File: config.mk
export PLATFORM = sky130hd
export DESIGN_NAME = four_bit_adder_flat
export DESIGN_NICKNAME = d
export VERILOG_FILES = /design/src/rtl/four_bit_adder_pkg.sv /design/src/rtl/four_bit_adder_if.sv /design/src/rtl/four_bit_adder_full_adder_bit.sv /design/src/rtl/four_bit_adder.sv /design/src/flat_wrapper.sv
export SDC_FILE = /design/constraint.sdc
export NUM_CORES = 1
export LEC_CHECK = 0
export ABC_AREA = 1
export BUFFER_PORTS_ARGS = -buffer_cell sky130_fd_sc_hd__buf_2
export CAP_MARGIN = 20
export CORE_AREA = 2 2 39 41
export CTS_BUF_LIST = sky130_fd_sc_hd__clkbuf_8
export CTS_CLUSTER_DIAMETER = 150
export DETAILED_ROUTE_END_ITERATION = 10
export DIE_AREA = 0 0 41 43
export PLACE_DENSITY = 0.69
export RECOVER_POWER = 25
export SYNTH_ARGS = -nofsm -noshare
export SYNTH_HDL_FRONTEND = slang
export SYNTH_SLANG_ARGS = --single-unit
File: constraint.sdc
create_clock -name clk -period 2.8 [get_ports clk]
set_input_delay 0.28 -clock clk [delete_from_list [all_inputs] [get_ports clk]]
set_output_delay 0.28 -clock clk [all_outputs]
set_load 0.02 [all_outputs]
File: src/rtl/four_bit_adder_pkg.sv
// Shared constants and helpers for the ripple-carry adder block.
package four_bit_adder_pkg;

   localparam int ADD_WIDTH = 4;

   // Two's-complement overflow: carry into the MSB differs from carry out of it.
   function automatic logic signed_ovf(input logic carry_msb, input logic carry_prev);
      return carry_msb ^ carry_prev;
   endfunction

endpackage

File: src/rtl/four_bit_adder_if.sv
// Operand/result bundle between an adder and its driver.
interface four_bit_adder_if #(
   parameter int WIDTH = four_bit_adder_pkg::ADD_WIDTH
);
   logic [WIDTH-1:0] a;
   logic [WIDTH-1:0] b;
   logic             cin;
   logic             in_valid;
   logic [WIDTH-1:0] sum;
   logic             cout;
   logic [WIDTH-1:0] sum_q;
   logic             cout_q;
   logic             ovf_q;
   logic             out_valid;

   modport master (
      output a, b, cin, in_valid,
      input  sum, cout, sum_q, cout_q, ovf_q, out_valid
   );

   modport slave (
      input  a, b, cin, in_valid,
      output sum, cout, sum_q, cout_q, ovf_q, out_valid
   );
endinterface

File: src/rtl/four_bit_adder_full_adder_bit.sv
// Single-bit full adder, one stage of the ripple chain.
module full_adder_bit (
   input  logic a,
   input  logic b,
   input  logic ci,
   output logic s,
   output logic co
);
   logic half_s;

   assign half_s = a ^ b;
   assign s      = half_s ^ ci;
   assign co     = (a & b) | (ci & half_s);
endmodule

File: src/rtl/four_bit_adder.sv
// Ripple-carry adder with a combinational result and a registered,
// valid-qualified copy carrying signed overflow.
module four_bit_adder
   import four_bit_adder_pkg::*;
#(
   parameter int WIDTH = ADD_WIDTH
) (
   input logic             clk,
   input logic             rst_n,
   four_bit_adder_if.slave bus
);
   logic [WIDTH:0]   carry_s;
   logic [WIDTH-1:0] sum_s;
   logic             ovf_s;
   logic [WIDTH-1:0] sum_r;
   logic             cout_r;
   logic             ovf_r;
   logic             valid_r;

   assign carry_s[0] = bus.cin;

   for (genvar i = 0; i < WIDTH; i++) begin : g_chain
      full_adder_bit u_fa (
         .a  (bus.a[i]),
         .b  (bus.b[i]),
         .ci (carry_s[i]),
         .s  (sum_s[i]),
         .co (carry_s[i+1])
      );
   end

   assign ovf_s = signed_ovf(carry_s[WIDTH], carry_s[WIDTH-1]);

   // Capture the result on valid input; hold data and drop valid otherwise.
   always_ff @(posedge clk or negedge rst_n) begin
      if (!rst_n) begin
         sum_r   <= {WIDTH{1'b0}};
         cout_r  <= 1'b0;
         ovf_r   <= 1'b0;
         valid_r <= 1'b0;
      end else if (bus.in_valid) begin
         sum_r   <= sum_s;
         cout_r  <= carry_s[WIDTH];
         ovf_r   <= ovf_s;
         valid_r <= 1'b1;
      end else begin
         valid_r <= 1'b0;
      end
   end

   assign bus.sum       = sum_s;
   assign bus.cout      = carry_s[WIDTH];
   assign bus.sum_q     = sum_r;
   assign bus.cout_q    = cout_r;
   assign bus.ovf_q     = ovf_r;
   assign bus.out_valid = valid_r;
endmodule

File: src/flat_wrapper.sv
// flat-port wrapper written by rule: the top's interface ports become plain ports
module four_bit_adder_flat import four_bit_adder_pkg::*;
#(
   parameter int WIDTH = ADD_WIDTH
)
  (clk, rst_n, bus_a, bus_b, bus_cin, bus_in_valid, bus_sum, bus_cout, bus_sum_q, bus_cout_q, bus_ovf_q, bus_out_valid);
  four_bit_adder_if #(.WIDTH(WIDTH)) bus_i ();
  input logic clk;
  input logic rst_n;
  input wire logic [$bits(bus_i.a)-1:0] bus_a;
  input wire logic [$bits(bus_i.b)-1:0] bus_b;
  input wire logic [$bits(bus_i.cin)-1:0] bus_cin;
  input wire logic [$bits(bus_i.in_valid)-1:0] bus_in_valid;
  output wire logic [$bits(bus_i.sum)-1:0] bus_sum;
  output wire logic [$bits(bus_i.cout)-1:0] bus_cout;
  output wire logic [$bits(bus_i.sum_q)-1:0] bus_sum_q;
  output wire logic [$bits(bus_i.cout_q)-1:0] bus_cout_q;
  output wire logic [$bits(bus_i.ovf_q)-1:0] bus_ovf_q;
  output wire logic [$bits(bus_i.out_valid)-1:0] bus_out_valid;
  assign bus_i.a = bus_a;
  assign bus_i.b = bus_b;
  assign bus_i.cin = bus_cin;
  assign bus_i.in_valid = bus_in_valid;
  assign bus_sum = bus_i.sum;
  assign bus_cout = bus_i.cout;
  assign bus_sum_q = bus_i.sum_q;
  assign bus_cout_q = bus_i.cout_q;
  assign bus_ovf_q = bus_i.ovf_q;
  assign bus_out_valid = bus_i.out_valid;
  four_bit_adder #(.WIDTH(WIDTH)) u_core (.clk(clk), .rst_n(rst_n), .bus(bus_i));
endmodule
==> metrics.txt <==
share of layout cells above drive strength 1 38.8%; Initial Util 28.8%; P per Cell Area 667 nW/um^2; Overall Global Routing Usage 11.4%; number of remaining DRC errors 0; Final ANT Viol Nets 0; max-slew violation count 0; CTS tree built; final hold viol count 0; largest net degree at the start of global routing 10; clk slew on worst S/H paths 0.04 ns; Tmin final 2.48 ns; Critical Path Source bus_cin; vias per inst 3.90; max incr delay on CP 0.44 ns; final setup fails 0; vias in the first global route 316; register area share after synthesis 43.9%; Reg2Reg Setup Slack 2.20 ns; htree depth 1; first-pass GRT wire length 1.26 mm; Synth Area per Inst 9.28 um^2; total CTS buffers 3; total of max-cap violations 0; row count 14; Die Span Y 43 um; depth of the most critical reg-to-reg path 2; Post-Place Cell Area 504 um^2; fill count 155; kind of critical path input pin to output pin; die area 1760 um^2; Required @ worst endpoint 2.52 ns; FMAX 0.403 GHz; port bufs 23; clock root cell clkbuf_8; max_slew headroom 74.9%; Yosys cell types 9; outcome finished, final reports clean; Yosys top cell by area dfrtp_1; Worst Tran Pin Value 0.376 ns; critical path endpoint category output pin; ys async rst share 100%; clock sink count 7; Final Core Density 40.2%; crit path max fanout 2; Layout area overhead 39.5%; Die W 41 um; period utilization 88.7%; synthesized area 399 um^2; initial antenna violation count 0; Worst Skew 0 ns; RSZ-0062 raised after global routing false; YS warnings 0; VDD IR-drop max 198 uV; Hold WC Path Type input pin to flop; CP cell instances buf_2, fa_1, inv_1, fa_1, inv_1, fa_1, inv_1, fa_1, inv_1, buf_2; crit path DAT 2.20 ns; largest cells by area after synthesis dfrtp_1 44%, fa_1 20%, nand2_1 12%; flops & latches, synth 7; Vias 324; final-stage net count 84; setup_tns 0 ns; Synth top cells by count 13 x nand2_1, 10 x inv_1, 7 x dfrtp_1, 4 x buf_4, 4 x fa_1; hold path start bus_in_valid; post-synth top area share 43.9%; GPL Wtd Cong 0.681; reg2reg start u_core.bus.sum_q[3]$_DFFE_PN0P_; Min-Delay Path Depth 1; Worst path slowest cell fa_1; GRT overflow 0; Post-synth EDFFs 0; DR iter-0 viols 3; Boundary Pins 24; post-detail-place hpwl 629 um; Leak Pwr 0.331 nW; Synth Instances 43; core area 1380 um^2; DRT Wirelength 741 um; Top FF cell, synth dfrtp_1; syn nets 59; most common cell in the netlist nand2_1; Post-CTS Setup Inserts 0; post-route design area 557 um^2; type of origin of the critical path input pin; Max clock buf depth 2; worst skew pair latency 0.22 ns; ANT cells 0; Pre-antenna DRT Iters 2; Routed wire per std cell 8.93 um
==> sequential cells by signal (all words and copies together), names as in the netlist <==
name                  cells
u_core.bus.out_valid      1
u_core.bus.sum_q          4
u_core.bus.cout_q         1
u_core.bus.ovf_q          1
==> placed cells by master (no fill, tap or decap), drive strengths merged <==
cell / synthesis / routed
nand3: 1 / 1
o21ai: 3 / 3
buf: 4 / 21
nand2: 13 / 13
inv: 11 / 12
clkbuf: 0 / 5
dlygate4sd3: 0 / 1
dfrtp: 7 / 7
fa: 4 / 4
==> critical path: cells and delay by family <==
family	cells	cell delay, ns
adders and majority gates	4	1.37
buffers and inverters	6	0.54
==> routing by layer <==
layer	track usage, %	routed length (um)	up-vias
met2	14.1	372	12
met4	14.0	17	0
met5	0	0	-
li1	-	-	167
met1	14.4	300	143
met3	1.57	50	2
==> logic make-up (layout without fill, tap and decap cells) <==
group / count (synthesis) / after routing / share of synthesized area (%)
adders and majority gates: 4 / 4 / 20.1
and+or+nand+nor: 14 / 14 / 13.5
DFF: 7 / 7 / 43.9
buffers and inverters: 15 / 39 / 17.9
AOI/OAI and AO/OA: 3 / 3 / 4.70
==> path summary, 6_finish.rpt <==
path / end
min in group asynchronous: u_core.bus.sum_q[1]$_DFFE_PN0P_
hold reg to reg: u_core.bus.sum_q[2]$_DFFE_PN0P_
setup / recovery: bus_sum[3]
max in group asynchronous: u_core.bus.sum_q[3]$_DFFE_PN0P_
hold / removal: u_core.bus.out_valid$_DFF_PN0_
setup reg to reg: u_core.bus.sum_q[3]$_DFFE_PN0P_
==> report_power, final <==
part	total (mW)	leakage, nW	switching [mW]	internal, mW
logic	0.111	0.219	0.0707	0.0408
clock network	0.136	0.0269	0.0419	0.0946
registers	0.123	0.0845	0.00698	0.116
total	0.371	0.331	0.120	0.252
==> timing repair <==
action / CTS / global route
hold endpoints to repair: 7 / 0
gates resized for setup: 0 / 0
hold buffers: 1 / 0
==> metrics by stage <==
| step | power (mW) | hold WS (ns) | worst slack (ns) | cells |
|---|---|---|---|---|
| after floorplan | 0.208 | -0.0156 | 0.511 | 43 |
| after global placement | 0.235 | 0.115 | 0.304 | 78 |
| after detailed placement | 0.238 | 0.121 | 0.305 | 78 |
| after CTS | 0.380 | 0.236 | 0.289 | 83 |
| after global routing | 0.394 | 0.283 | 0.169 | 83 |
| final | 0.371 | 0.268 | 0.316 | 83 |
==> cell type report <==
type,count,area (um^2),area share (%)
Clock buffer,3,41.3,7.42
Inverter,11,41.3,7.42
Clock inverter,1,3.75,0.674
Tap cell,16,20.0,3.60
Sequential cell,7,175,31.5
Timing Repair Buffer,24,123,22.0
Multi-Input combinational cell,21,153,27.4
Note: power is estimated with default switching activity, not from simulation.
